## src/rtl/ram_burst_master.sv

```systemverilog
// rtl/ram_burst_master.sv - read/write burst initiator for the simulation RAM helper port
// Optional wrap bursts: define RAM_BURST_MASTER_WRAP_EN.
module ram_burst_master #(
  parameter int LEN_W = 8
) (
  input  logic             clk,
  input  logic             reset,
  // command channel
  input  logic             req_valid,
  output logic             req_ready,
  input  logic             req_write,
  input  logic [63:0]      req_idx,
  input  logic [LEN_W-1:0] req_len,
  input  logic             req_wrap,
  // write-beat channel
  input  logic             wr_valid,
  output logic             wr_ready,
  input  logic [63:0]      wr_data,
  input  logic [63:0]      wr_mask,
  // read-beat channel
  output logic             rd_valid,
  input  logic             rd_ready,
  output logic [63:0]      rd_data,
  output logic             rd_last,
  // status
  output logic             done_valid,
  output logic             busy,
  // RAM helper port
  output logic             ram_en,
  output logic [63:0]      ram_rIdx,
  input  logic [63:0]      ram_rdata,
  output logic [63:0]      ram_wIdx,
  output logic [63:0]      ram_wdata,
  output logic [63:0]      ram_wmask,
  output logic             ram_wen
);

  typedef enum logic [1:0] {
    IDLE  = 2'd0,
    READ  = 2'd1,
    WRITE = 2'd2
  } state_t;

  state_t           state;
  state_t           state_next;

  // burst progress
  logic [63:0]      beat_idx;
  logic [LEN_W-1:0] beats_left;
  logic [63:0]      idx_next;
  logic             last_beat;

  // handshake / issue strobes
  logic             req_fire;
  logic             wr_fire;
  logic             rd_issue;
  logic             rd_pop;

  // read beat currently on the RAM port, pushed into the buffer at cycle end
  logic             rd_inflight;
  logic             inflight_last;

  // two-entry read return buffer
  logic [63:0]      buf_data [2];
  logic             buf_last [2];
  logic             buf_rd_ptr;
  logic             buf_wr_ptr;
  logic [1:0]       buf_count;
  logic [2:0]       occupancy;

  assign last_beat = (beats_left == '0);
  assign rd_valid  = (buf_count != 2'd0);
  assign rd_data   = buf_data[buf_rd_ptr];
  assign rd_last   = buf_last[buf_rd_ptr];
  assign rd_pop    = rd_valid && rd_ready;
  assign busy      = (state != IDLE) || rd_inflight || (buf_count != 2'd0);

  // Beats already owed to the buffer: stored entries plus the one on the RAM port.
  assign occupancy = {1'b0, buf_count} + {2'b00, rd_inflight};

`ifdef RAM_BURST_MASTER_WRAP_EN
  logic             wrap_q;
  logic [LEN_W-1:0] len_q;
  logic [63:0]      len_mask;
  logic             len_pow2;

  // A wrap burst needs a power-of-two beat count; len is then an all-ones low mask.
  assign len_pow2 = ((req_len & (req_len + LEN_W'(1))) == '0);
  assign len_mask = 64'(len_q);
  assign idx_next = wrap_q ? ((beat_idx & ~len_mask) | ((beat_idx + 64'd1) & len_mask))
                           : (beat_idx + 64'd1);

  // Capture wrap qualification for the accepted command.
  always_ff @(posedge clk) begin
    if (reset) begin
      wrap_q <= 1'b0;
      len_q  <= '0;
    end else if (req_fire) begin
      wrap_q <= req_wrap && len_pow2;
      len_q  <= req_len;
    end
  end
`else
  logic unused_wrap;

  assign unused_wrap = req_wrap;
  assign idx_next    = beat_idx + 64'd1;
`endif

  // State register.
  always_ff @(posedge clk) begin
    if (reset) begin
      state <= IDLE;
    end else begin
      state <= state_next;
    end
  end

  // Next-state and handshake decode.
  always_comb begin
    state_next = state;
    req_ready  = 1'b0;
    wr_ready   = 1'b0;
    req_fire   = 1'b0;
    wr_fire    = 1'b0;
    rd_issue   = 1'b0;
    case (state)
      IDLE: begin
        req_ready = !reset;
        req_fire  = req_valid && !reset;
        if (req_fire) begin
          state_next = req_write ? WRITE : READ;
        end
      end
      READ: begin
        // Only issue when the beat is guaranteed a buffer slot on return.
        rd_issue = !reset && (occupancy < (3'd2 + {2'b00, rd_pop}));
        if (rd_issue && last_beat) begin
          state_next = IDLE;
        end
      end
      WRITE: begin
        wr_ready = !reset;
        wr_fire  = wr_valid && !reset;
        if (wr_fire && last_beat) begin
          state_next = IDLE;
        end
      end
      default: begin
        state_next = IDLE;
      end
    endcase
  end

  // Burst index and remaining-beat counter.
  always_ff @(posedge clk) begin
    if (reset) begin
      beat_idx   <= 64'd0;
      beats_left <= '0;
    end else if (req_fire) begin
      beat_idx   <= req_idx;
      beats_left <= req_len;
    end else if (rd_issue || wr_fire) begin
      beat_idx <= idx_next;
      if (!last_beat) begin
        beats_left <= beats_left - LEN_W'(1);
      end
    end
  end

  // Registered RAM port; index/data hold between beats.
  always_ff @(posedge clk) begin
    if (reset) begin
      ram_en        <= 1'b0;
      ram_wen       <= 1'b0;
      ram_rIdx      <= 64'd0;
      ram_wIdx      <= 64'd0;
      ram_wdata     <= 64'd0;
      ram_wmask     <= 64'd0;
      done_valid    <= 1'b0;
      rd_inflight   <= 1'b0;
      inflight_last <= 1'b0;
    end else begin
      ram_en        <= rd_issue || wr_fire;
      ram_wen       <= wr_fire;
      done_valid    <= wr_fire && last_beat;
      rd_inflight   <= rd_issue;
      inflight_last <= rd_issue && last_beat;
      if (rd_issue) begin
        ram_rIdx <= beat_idx;
      end
      if (wr_fire) begin
        ram_wIdx  <= beat_idx;
        ram_wdata <= wr_data;
        ram_wmask <= wr_mask;
      end
    end
  end

  // Read return buffer: push the in-flight beat, pop on rd handshake.
  always_ff @(posedge clk) begin
    if (reset) begin
      buf_data[0] <= 64'd0;
      buf_data[1] <= 64'd0;
      buf_last[0] <= 1'b0;
      buf_last[1] <= 1'b0;
      buf_rd_ptr  <= 1'b0;
      buf_wr_ptr  <= 1'b0;
      buf_count   <= 2'd0;
    end else begin
      if (rd_inflight) begin
        buf_data[buf_wr_ptr] <= ram_rdata;
        buf_last[buf_wr_ptr] <= inflight_last;
        buf_wr_ptr           <= ~buf_wr_ptr;
      end
      if (rd_pop) begin
        buf_rd_ptr <= ~buf_rd_ptr;
      end
      case ({rd_inflight, rd_pop})
        2'b10:   buf_count <= buf_count + 2'd1;
        2'b01:   buf_count <= buf_count - 2'd1;
        default: buf_count <= buf_count;
      endcase
    end
  end

endmodule

```

## config.mk

```make
export PLATFORM = sky130hd
export DESIGN_NAME = ram_burst_master
export DESIGN_NICKNAME = d
export VERILOG_FILES = /design/src/rtl/ram_burst_master.sv
export SDC_FILE = /design/constraint.sdc
export NUM_CORES = 1
export LEC_CHECK = 0
export CAP_MARGIN = 5
export CORE_AREA = 4 4 231 233
export DETAILED_ROUTE_END_ITERATION = 8
export DIE_AREA = 0 0 235 237
export HOLD_SLACK_MARGIN = 0.1
export PLACE_DENSITY = 0.66
export SETUP_SLACK_MARGIN = 0.2
export SLEW_MARGIN = 10
export SYNTH_ARGS = -nofsm -noshare
export SYNTH_HDL_FRONTEND = slang
export SYNTH_SLANG_ARGS = --single-unit
export TNS_END_PERCENT = 50
```

## constraint.sdc

```tcl
create_clock -name clk -period 11 [get_ports clk]
set_input_delay 2.75 -clock clk [delete_from_list [all_inputs] [get_ports clk]]
set_output_delay 2.75 -clock clk [all_outputs]
set_load 0.03 [all_outputs]
```

Yosys cells after proc, flatten, opt, wreduce, memory -nomap -nowiden --
Memories as Yosys holds them, arrays and structs flattened. A register that Yosys moved wholly into a read port is not among the register bits. Index checks and enable logic that the tools add are counted.
Operators by class: reduce and logical (&&, ||, !) cells 22, bitwise gates (word level) 2, add/subtract/negate cells 6, magnitude comparators 1, equal/unequal tests 8, muxes and demuxes 31
Operator list (number):
- two-way mux 64 bit | 3
- adder 64 x 1 -> 64 bit (second input constant) | 1
- OR reduction 64 bit | 1
- two-way mux 8 bit | 3
- two-way mux 1 bit | 19
- logical AND 1 bit | 8
- logical NOT 8 bit | 1
- two-way mux 2 bit | 4
- nonzero test 2 bit | 4
- subtractor 8 x 1 -> 8 bit (second input constant) | 1
- != test 2 bit (second input constant) | 3
- one-hot mux 2 bit (3 select lines) | 1
- equality test 2 x 1 -> 1 bit (second input constant) | 2
- equality test 2 bit (second input constant) | 2
- one-hot mux 2 bit (2 select lines) | 1
- adder 2 x 1 -> 3 bit | 1
- adder 2 x 1 -> 3 bit (first input constant) | 1
- logical OR 1 bit | 3
- < comparator 3 bit | 1
- AND reduction 3 bit | 1
- adder 2 x 1 -> 2 bit (second input constant) | 1
- logical NOT 2 bit | 1
- != test 2 x 1 -> 1 bit (second input constant) | 1
- inverter 1 bit | 2
- other kinds (4) | 4
Word-level totals: memories 2, flip-flop bits (word level) 339, output and inout bits 328, input port bits 271, memory bits (writable) 130
Memories:
- buf_data | depth 2, bits a word 64, read ports 1, clocked after memory_dff 1, write ports 2, line 64 | logic [63:0] buf_data [2];
- buf_last | depth 2, bits a word 1, read ports 1, clocked after memory_dff 1, write ports 2, line 65 | logic buf_last [2];

Longest topological paths before layout --
Gate-level depths: netlist of the first run.
depth after elaboration 9, gate-level depth with buffers 11

Least setup slack after synthesis of the first run --
Ideal clock, no wire load.
path kind input-to-reg, start point input port reset, end point memory buf_data[0][0], enable pin, required time 9943 ps, setup slack 4353 ps, library setup time 1057 ps, cell stages on the path 5, buffers on the path 3, data arrival time 5590 ps, cell sequence clkbuf_1 -> clkinv_1 -> clkbuf_1 -> buf_1 -> o21ai_0
RTL lines:
- start, declared | line 7 | input logic reset,
- end, declared | line 64

Worst setup path after layout of the first run --
start point input port reset, end point output port req_ready
Between the ends: word-level cells in the longest chain between the ends 2
Ends and longest elaborated chain:
- logical NOT 1 bit | line 129 | req_ready = !reset;
- two-way mux 1 bit | line 127 | case (state)
- end, declared | line 10 | output logic req_ready,
Every way passes these cells.

==> results of run 1 <==
==> path summary, 6_finish.rpt <==
path         slack (ps)  depth (start not counted)                          to                        from
max                3770                          3                   req_ready                       reset
min                 450                          2  ram_wmask[33]$_SDFFE_PP0P_  ram_wmask[33]$_SDFFE_PP0P_
min reg2reg         450                          2  ram_wmask[33]$_SDFFE_PP0P_  ram_wmask[33]$_SDFFE_PP0P_
max reg2reg        7680                          8  beats_left[4]$_SDFFE_PP0P_       state[0]$_SDFFE_PP0P_
==> layout make-up <==
class	count	area, um2
fillers	4589	24190
flip-flops and latches	470	10710
multi-input cells	1411	7652
repair buffers	611	6082
clock buffers	81	1541
well taps	680	850.8
clock inverters	11	80.08
inverters	16	70.07
diodes	8	20.02
==> metal layers <==
layer  vias up  track usage [%]  wire length [um]
met1      7881            28.33             27110
met3        97            6.988              5461
met5         -                0                81
met2       564            35.57             30490
met4        12            5.800              1474
li1       7962                -                 -
==> critical path, delay by kind of cell <==
kind          cells  cell delay [ps]
buf+inv           2             1120
simple gates      1              580
==> cells by family (layout without fill, tap and decap cells) <==
kind of cell	Yosys count	after routing	synth area share [%]
XOR/XNOR	64	64	2.957
multiplexers	65	65	3.861
other	0	8	0
adder cells (fa/ha/maj)	6	6	0.3960
buffers and inverters	166	719	3.379
AO/OA/AOI/OAI	163	163	5.392
flip-flops	470	470	56.49
AND/OR/NAND/NOR	1113	1113	27.52
==> power groups by stage <==
stage	logic, W	clock network [W]	registers [W]
after floorplan	0.000237	0	0.00197
after global placement	0.000526	0	0.00194
after detailed placement	0.000530	0	0.00194
after CTS	0.000533	0.00170	0.00191
after global routing	0.000561	0.00177	0.00191
final	0.000529	0.00166	0.00191
==> state kept, by name, summed over array words and instances, names as in the netlist, named ones only <==
signal	flops
beat_idx	64
rd_inflight	1
ram_wen	1
ram_rIdx	64
ram_en	1
buf_wr_ptr	1
ram_wIdx	64
ram_wdata	64
buf_last	2
buf_rd_ptr	1
inflight_last	1
done_valid	1
beats_left	8
buf_count	2
state	2
ram_wmask	64
buf_data	128
==> per-stage QoR <==
| stage | setup WS [ps] | hold WS, ps | instance area (um2) | total power (W) |
|---|---|---|---|---|
| after floorplan | 4353 | 445.1 | 18960 | 0.002204 |
| after global placement | 3696 | 441.2 | 25370 | 0.002464 |
| after detailed placement | 3689 | 444.0 | 25370 | 0.002472 |
| after CTS | 3673 | 453.8 | 26990 | 0.004142 |
| after global routing | 3564 | 465.4 | 27000 | 0.004249 |
| final | 3768 | 450.7 | 27010 | 0.004098 |
==> synthesized netlist by cell type, drive strengths merged, types with 3 or more instances <==
cell type,n
nand3,227
edfxtp,130
dfxtp,340
a31oi,5
buf,29
nand2,540
inv,15
nand4,30
o21ai,16
a21oi,69
nor4b,3
xor2,18
ha,6
or4,6
xnor2,46
clkbuf,121
nor4,20
a311oi,5
or3,6
and2,135
mux2,65
nor3,37
nor2,96
and3,5
a211oi,60
==> run summary, run 1 <==
final core occ - 52.75%
power share of the combinational group - 12.9%
WL final - 64610 um
# nets final - 2839
Initial Util - 37.03%
Chip Height - 237 um
crit end category - output port
fmax - 138.3 MHz
Worst-Margin Slew - 1109 ps
Crit-path slowest cell - clkdlybuf4s50_1
pwr/cell area - 151.7 nW/um2
Buffers on Ports - 597
dominant cells by area after synthesis - dfxtp_1 (36%), edfxtp_1 (21%), nand2_1 (11%), nand3_1 (5.9%), and2_1 (4.5%)
CP Launch Type - input port
max_slew headroom - 26.04%
vias - 16.52k
synth unique cells - 52
DRT iter0 DRCs - 988
cell taking the most area after synthesis - dfxtp_1
DRC violations left - 0
critical path, cell by cell - buf_6, nor3_1, clkdlybuf4s50_1
CP max FO - 70
power share of the sequential group - 46.5%
clk buf depth - 3
Final setup violation count - 0
worst skew pair latency - 580 ps
DRT antenna net count - 0
floorplan core area - 51200 um2
clock power share - 40.6%
via count of the first global-routing pass - 15.90k
post-route clock period utilization - 65.75%
initial antenna violation count - 14
clock-pin slew on the worst setup and hold paths - 60 ps
die area - 55700 um2
most frequent cells in the layout - clkdlybuf4s50_1 (596), nand2_1 (538), dfxtp_1 (339), nand3_1 (224), and2_1 (135)
Post-synth EDFFs - 130
detailed placer's ending HPWL - 44340 um
Final min period - 7232 ps
Pint - 0.003065 W
final slew viol count - 0
Crit path arrival time - 4480 ps
leakage power - 10.17 nW
Post-Place Cells - 3188
Final Hold Viols - 0
Site Rows - 83
share of the synthesized area in the top cell type - 35.90%
DRT Pass-1 Iters - 5
H-tree depth - 2
RSZ-0062 raised after global routing - no
Worst Hold Class - flip-flop to flip-flop
Synth async-reset ratio - 0%
post-CTS setup buffer count - 0
outcome - finished, final reports clean
Seq/Total Area, Yosys - 56.49%
io pins - 599
kind of critical path - input port to output port
root buf cell - clkbuf_16
Syn Area/Cell - 9.261 um2
placer's final routability congestion estimate - 0.8048
number of CTS-inserted buffers - 52
largest net degree at the start of global routing - 106
post-synthesis cell area - 18960 um2
Final Non-Filler Cells - 3288
post-route setup TNS - 0 ps
cts repair resizes - 0
Via density - 5.023
crit-path max cell delay - 900 ps
P_sw - 0.001033 W
Sink Count - 470
global router's overall resource usage - 21.88%
dominant synthesized flop cell - dfxtp_1
die width - 235 um
Yosys reg bits - 470
CTS tree - yes
Ys Warns - 0
peak supply drop - 142.9 uV
Synth Net Count - 2324
WL per Instance - 19.65 um
commonest non-fill, non-tap cell in the layout - clkdlybuf4s50_1
maxcap violations - 0
Mapped Cells - 2047
first-pass GRT wire length - 97170 um
hold_buf cts - 0
global route overflow - 0
area growth from synthesis to layout - 42.46%
Layout Skew - 18.69 ps
switch share - 25.20%
critical path required time - 8250 ps
layout cells sized above 1 - 7.154%
Note: power is estimated with default switching activity, not from simulation.
==> inputs of run 2 (changes only) <==
Settings changed: CORE_AREA 4 4 231 233 to 4 4 232 234, DIE_AREA 0 0 235 237 to 0 0 236 238.
Clock period 11 ns to 6.8 ns, I/O delays scaled along.
==> run 2 against run 1 <==
Against the previous run: core utilization down 0.41 points; setup slack lost 1900 ps; routed wire length grew 2.7%; power up 69%; largest power group unchanged; critical path type unchanged; critical endpoint unchanged; clock skew decreased by 4.6 ps; critical path depth unchanged; design area grew 0.83%; first-iteration DRC count increased by 1.8%.
==> run summary, run 2 (synthesized netlist as in run 1, its figures left out) <==
outcome - finished, final reports clean
Final Non-Filler Cells - 3307 (+0.58%)
vias - 16.71k (+1.2%)
WL final - 66330 um (+2.7%)
root buf cell - clkbuf_16
max_slew headroom - 28.35% (+2.3 points)
DRC violations left - 0 (unchanged)
first-pass GRT wire length - 97770 um (+0.61%)
RSZ-0062 raised after global routing - no
maxcap violations - 0 (unchanged)
global route overflow - 0 (unchanged)
post-route clock period utilization - 72.67%
peak supply drop - 182.8 uV (+28%)
Crit-path slowest cell - clkdlybuf4s50_1
clk buf depth - 3 (unchanged)
critical path required time - 5100 ps (-3150 ps)
kind of critical path - input port to output port
Post-Place Cells - 3197 (+0.28%)
pwr/cell area - 254.0 nW/um2 (+67%)
cts repair resizes - 0 (unchanged)
final slew viol count - 0 (unchanged)
Final Hold Viols - 0 (unchanged)
post-route setup TNS - 0 ps (unchanged)
Final setup violation count - 0 (unchanged)
Crit path arrival time - 3240 ps (-1240 ps)
global router's overall resource usage - 21.99% (+0.11 points)
crit-path max cell delay - 840 ps (-60 ps)
Via density - 5.053 (+0.60%)
Site Rows - 84 (+1.2%)
H-tree depth - 2 (unchanged)
Sink Count - 470 (unchanged)
fmax - 202.4 MHz
most frequent cells in the layout - clkdlybuf4s50_1 (596), nand2_1 (538), dfxtp_1 (339), nand3_1 (224), and2_1 (135)
die width - 236 um (+0.43%)
Worst-Margin Slew - 1075 ps (-34.57 ps)
initial antenna violation count - 21 (+7)
CTS tree - yes
Initial Util - 36.44% (-0.59 points)
DRT Pass-1 Iters - 5 (unchanged)
largest net degree at the start of global routing - 110 (+3.8%)
hold_buf cts - 0 (unchanged)
max FFs per register - 128 (unchanged)
clock-pin slew on the worst setup and hold paths - 60 ps (about the same)
leakage power - 10.26 nW (+0.94%)
Final min period - 4942 ps
commonest non-fill, non-tap cell in the layout - clkdlybuf4s50_1
io pins - 599 (unchanged)
DRT iter0 DRCs - 1006 (+1.8%)
crit end category - output port
Buffers on Ports - 597 (unchanged)
CP Launch Type - input port
CP max FO - 70 (unchanged)
post-CTS setup buffer count - 0 (unchanged)
via count of the first global-routing pass - 16.06k (+1.0%)
Worst Hold Class - flip-flop to flip-flop
Hold Worst Slack - 451.8 ps (+1.151 ps)
detailed placer's ending HPWL - 45530 um (+2.7%)
# nets final - 2840 (+0.035%)
Layout Skew - 14.10 ps (-4.593 ps)
number of CTS-inserted buffers - 52 (unchanged)
layout cells sized above 1 - 7.483% (+0.33 points)
Biggest register - buf_data
Power, Total - 0.006917 W (+69%)
floorplan core area - 52020 um2 (+1.6%)
WL per Instance - 20.06 um (+2.1%)
area growth from synthesis to layout - 43.65%
die area - 56170 um2 (+0.85%)
worst skew pair latency - 590 ps (about the same)
critical path, cell by cell - buf_6, nor3_1, clkdlybuf4s50_1
Chip Height - 238 um (+0.42%)
DRT antenna net count - 0 (unchanged)
placer's final routability congestion estimate - 0.8332 (+3.5%)
[run 2: changes by cell type in the layout (fill, tap and decap cells not counted)]
cell        change
bufinv_16       +6
diode_2         +5
clkbuf_8        -3
clkinv_1        -3
clkinv_2        +3
buf_12          +1
clkbuf_16       +1
clkinv_8        +1
clkinvlp_4      +1
inv_6           -1
[run 2: worst max-delay path, delay by kind of cell]
family | cells | cell delay, ps
and+or+nand+nor | 1 | 460
buffers and inverters | 2 | 1070
[run 2: routing by layer]
metal	wire length (um)	vias to the layer above	global-route usage [%]
met5	103	-	1.347
met4	1814	16	6.158
met3	6279	130	7.675
met2	30550	608	34.63
met1	27580	7977	28.83
li1	-	7980	-
[run 2: metrics by stage]
step	util (%)	cell area, um2	setup slack [ps]
5_1_grt	52.31	27210	1780
2_1_floorplan	-	18960	1194
3_3_place_gp	48.82	25400	1875
6_report	52.35	27230	1858
3_5_place_dp	48.82	25400	1838
4_1_cts	52.28	27200	1841
[run 2: layout make-up]
cell class / count / area (um2)
fillers: 4765 / 24790
flip-flops and latches: 470 / 10710
well taps: 688 / 860.8
diodes: 13 / 32.53
clock buffers: 79 / 1525
clock inverters: 18 / 279.0
inverters: 16 / 70.07
repair buffers: 612 / 6102
multi-input cells: 1411 / 7652
[run 2: power by group]
part           internal (W)  total [W]  switching, W
sequential          0.00299    0.00309      0.000104
clock               0.00181    0.00297       0.00116
combinational      0.000389   0.000853      0.000464
total               0.00519    0.00692       0.00173
[run 2: path summary, 6_finish.rpt]
| kind | depth (start not counted) | startpoint | slack, ps | end |
|---|---|---|---|---|
| max | 3 | reset | 1860 | req_ready |
| min | 2 | ram_wmask[16]$_SDFFE_PP0P_ | 450 | ram_wmask[16]$_SDFFE_PP0P_ |
| max reg2reg | 7 | rd_inflight$_SDFF_PP0_ | 3570 | ram_rIdx[2]$_SDFFE_PP0P_ |
| min reg2reg | 2 | ram_wmask[16]$_SDFFE_PP0P_ | 450 | ram_wmask[16]$_SDFFE_PP0P_ |
==> inputs of run 3 (changes only) <==
Settings changed: CORE_AREA 4 4 232 234 to 4 4 231 233, DIE_AREA 0 0 236 238 to 0 0 235 237, PLACE_DENSITY 0.66 to 0.69.
Clock period 6.8 ns to 4.31 ns, I/O delays scaled along.
==> run 3 against run 2 <==
Against the previous run: die area fell by 0.84%; via count rose by 0.25%; sequential share of layout area is 0.14 points lower; global-route usage up 0.24 points; largest cell class unchanged; critical path depth unchanged.
==> run summary, run 3 (synthesized netlist as in run 1, its figures left out) <==
# nets final - 2850 (+0.35%)
DP Worst Slack - 705.6 ps (-1132 ps)
via count of the first global-routing pass - 16.30k (+1.5%)
layout cells sized above 1 - 8.219% (+0.74 points)
initial antenna violation count - 9 (-57%)
leakage power - 10.35 nW (+0.86%)
cts repair resizes - 0 (unchanged)
RSZ-0062 raised after global routing - no
Layout Skew - 11.31 ps (-2.783 ps)
pwr/cell area - 394.8 nW/um2 (+55%)
Worst Hold Class - flip-flop to flip-flop
register area - 10710 um2 (unchanged)
final-layout fill cell count - 4530 (-4.9%)
WL per Instance - 19.97 um (-0.41%)
global router's overall resource usage - 22.23% (+0.24 points)
WL final - 65910 um (-0.62%)
number of CTS-inserted buffers - 52 (unchanged)
CP max FO - 24 (-66%)
die area - 55700 um2 (-0.84%)
CP Buf/Inv Count - 2 (unchanged)
Crit path arrival time - 2760 ps (-480 ps)
DRT Pass-1 Iters - 5 (unchanged)
clk buf depth - 3 (unchanged)
most frequent cells in the layout - clkdlybuf4s50_1 (596), nand2_1 (538), dfxtp_1 (339), nand3_1 (224), and2_1 (135)
Sink Count - 470 (unchanged)
Final setup violation count - 0 (unchanged)
hold_buf cts - 0 (unchanged)
Power, Total - 0.01079 W (+56%)
placer's final routability congestion estimate - 0.8508 (+2.1%)
Final min period - 3839 ps
reg2reg setup slack - 1580 ps (-1990 ps)
Initial Util - 37.03% (+0.59 points)
commonest non-fill, non-tap cell in the layout - clkdlybuf4s50_1
max FFs per register - 128 (unchanged)
vias - 16.75k (+0.25%)
critical path required time - 3230 ps (-1870 ps)
Crit-path slowest cell - dfxtp_2
floorplan core area - 51200 um2 (-1.6%)
global route overflow - 0 (unchanged)
first-pass GRT wire length - 98900 um (+1.2%)
post-route clock period utilization - 89.06%
Chip Height - 237 um (-0.42%)
largest net degree at the start of global routing - 200 (+82%)
post-CTS setup buffer count - 0 (unchanged)
io pins - 599 (unchanged)
critical path, cell by cell - buf_4, mux2_2, clkdlybuf4s50_1
DRC violations left - 0 (unchanged)
H-tree depth - 2 (unchanged)
post-route setup TNS - 0 ps (unchanged)
detailed placer's ending HPWL - 45830 um (+0.66%)
final slew viol count - 0 (unchanged)
peak supply drop - 252.6 uV (+38%)
DRT iter0 DRCs - 1005 (-0.099%)
CP Launch Type - flip-flop
Worst-Margin Slew - 1038 ps (-36.90 ps)
Biggest register - buf_data
DRT antenna net count - 0 (unchanged)
maxcap violations - 0 (unchanged)
outcome - finished, final reports clean
CP delay by family, top - buffers and inverters
max_slew headroom - 30.81% (+2.5 points)
area growth from synthesis to layout - 44.17%
clock-pin slew on the worst setup and hold paths - 60 ps (about the same)
Hold Worst Slack - 450.8 ps (-1.000 ps)
worst skew pair latency - 580 ps (about the same)
Site Rows - 83 (-1.2%)
Final Hold Viols - 0 (unchanged)
root buf cell - clkbuf_16
crit-path max cell delay - 720 ps (-120 ps)
Via density - 5.077 (+0.46%)
Buffers on Ports - 597 (unchanged)
CTS tree - yes
fmax - 260.5 MHz
kind of critical path - flip-flop to output port
Multi-input gate area - 7652 um2 (unchanged)
crit end category - output port
die width - 235 um (-0.42%)
setup slack after layout - 471.4 ps (-1387 ps)
[run 3: cell count changes in the layout (fill, tap and decap cells not counted), moves of 2 or more]
cell,previous run,this run
buf_4,14,19
diode_2,13,4
clkinv_1,3,1
clkinv_2,5,7
buf_12,1,6
bufinv_16,7,2
inv_6,3,5
clkbuf_1,17,9
clkbuf_8,8,17
[run 3: metal layers]
layer	track usage [%]	part of all wire, %	wire, um	up-vias
li1	-	-	-	7981
met1	28.94	43	28050	8088
met2	36.59	47	31110	574
met3	6.744	8.1	5306	100
met4	5.192	2.1	1375	10
met5	0	0.10	67	-
[run 3: cell type report]
type                    instances  area share, %
diodes                          4        0.03662
multi-input cells            1411          28.00
repair buffers                622          22.83
clock inverters                15         0.5447
well taps                     680          3.113
flip-flops and latches        470          39.19
clock buffers                  82          6.033
inverters                      16         0.2564
[run 3: tightest hold or removal path: cells and delay by family (launching register included)]
family	cells	cell delay (ps)
and+or+nand+nor	2	100
DFF	1	300
[run 3: worst paths after layout]
check / to / depth (start not counted) / startpoint
hold / removal: ram_wIdx[3]$_SDFFE_PP0P_ / 2 / ram_wIdx[3]$_SDFFE_PP0P_
hold reg to reg: ram_wIdx[3]$_SDFFE_PP0P_ / 2 / ram_wIdx[3]$_SDFFE_PP0P_
setup / recovery: rd_data[55] / 3 / flip-flop
setup reg to reg: beat_idx[55]$_SDFFE_PP0P_ / 6 / beat_idx[9]$_SDFFE_PP0P_
[run 3: power by group]
group	switching, W	internal (W)
Sequential	0.000164	0.00471
Clock	0.00180	0.00275
Combinational	0.000737	0.000626
[run 3: per-stage QoR]
step	util, %	std cells	instance area [um2]
after floorplan	-	2047	18960
after global placement	49.85	3199	25520
after detailed placement	49.85	3199	25520
after CTS	53.37	3296	27320
after global routing	53.37	3297	27330
final	53.39	3300	27330
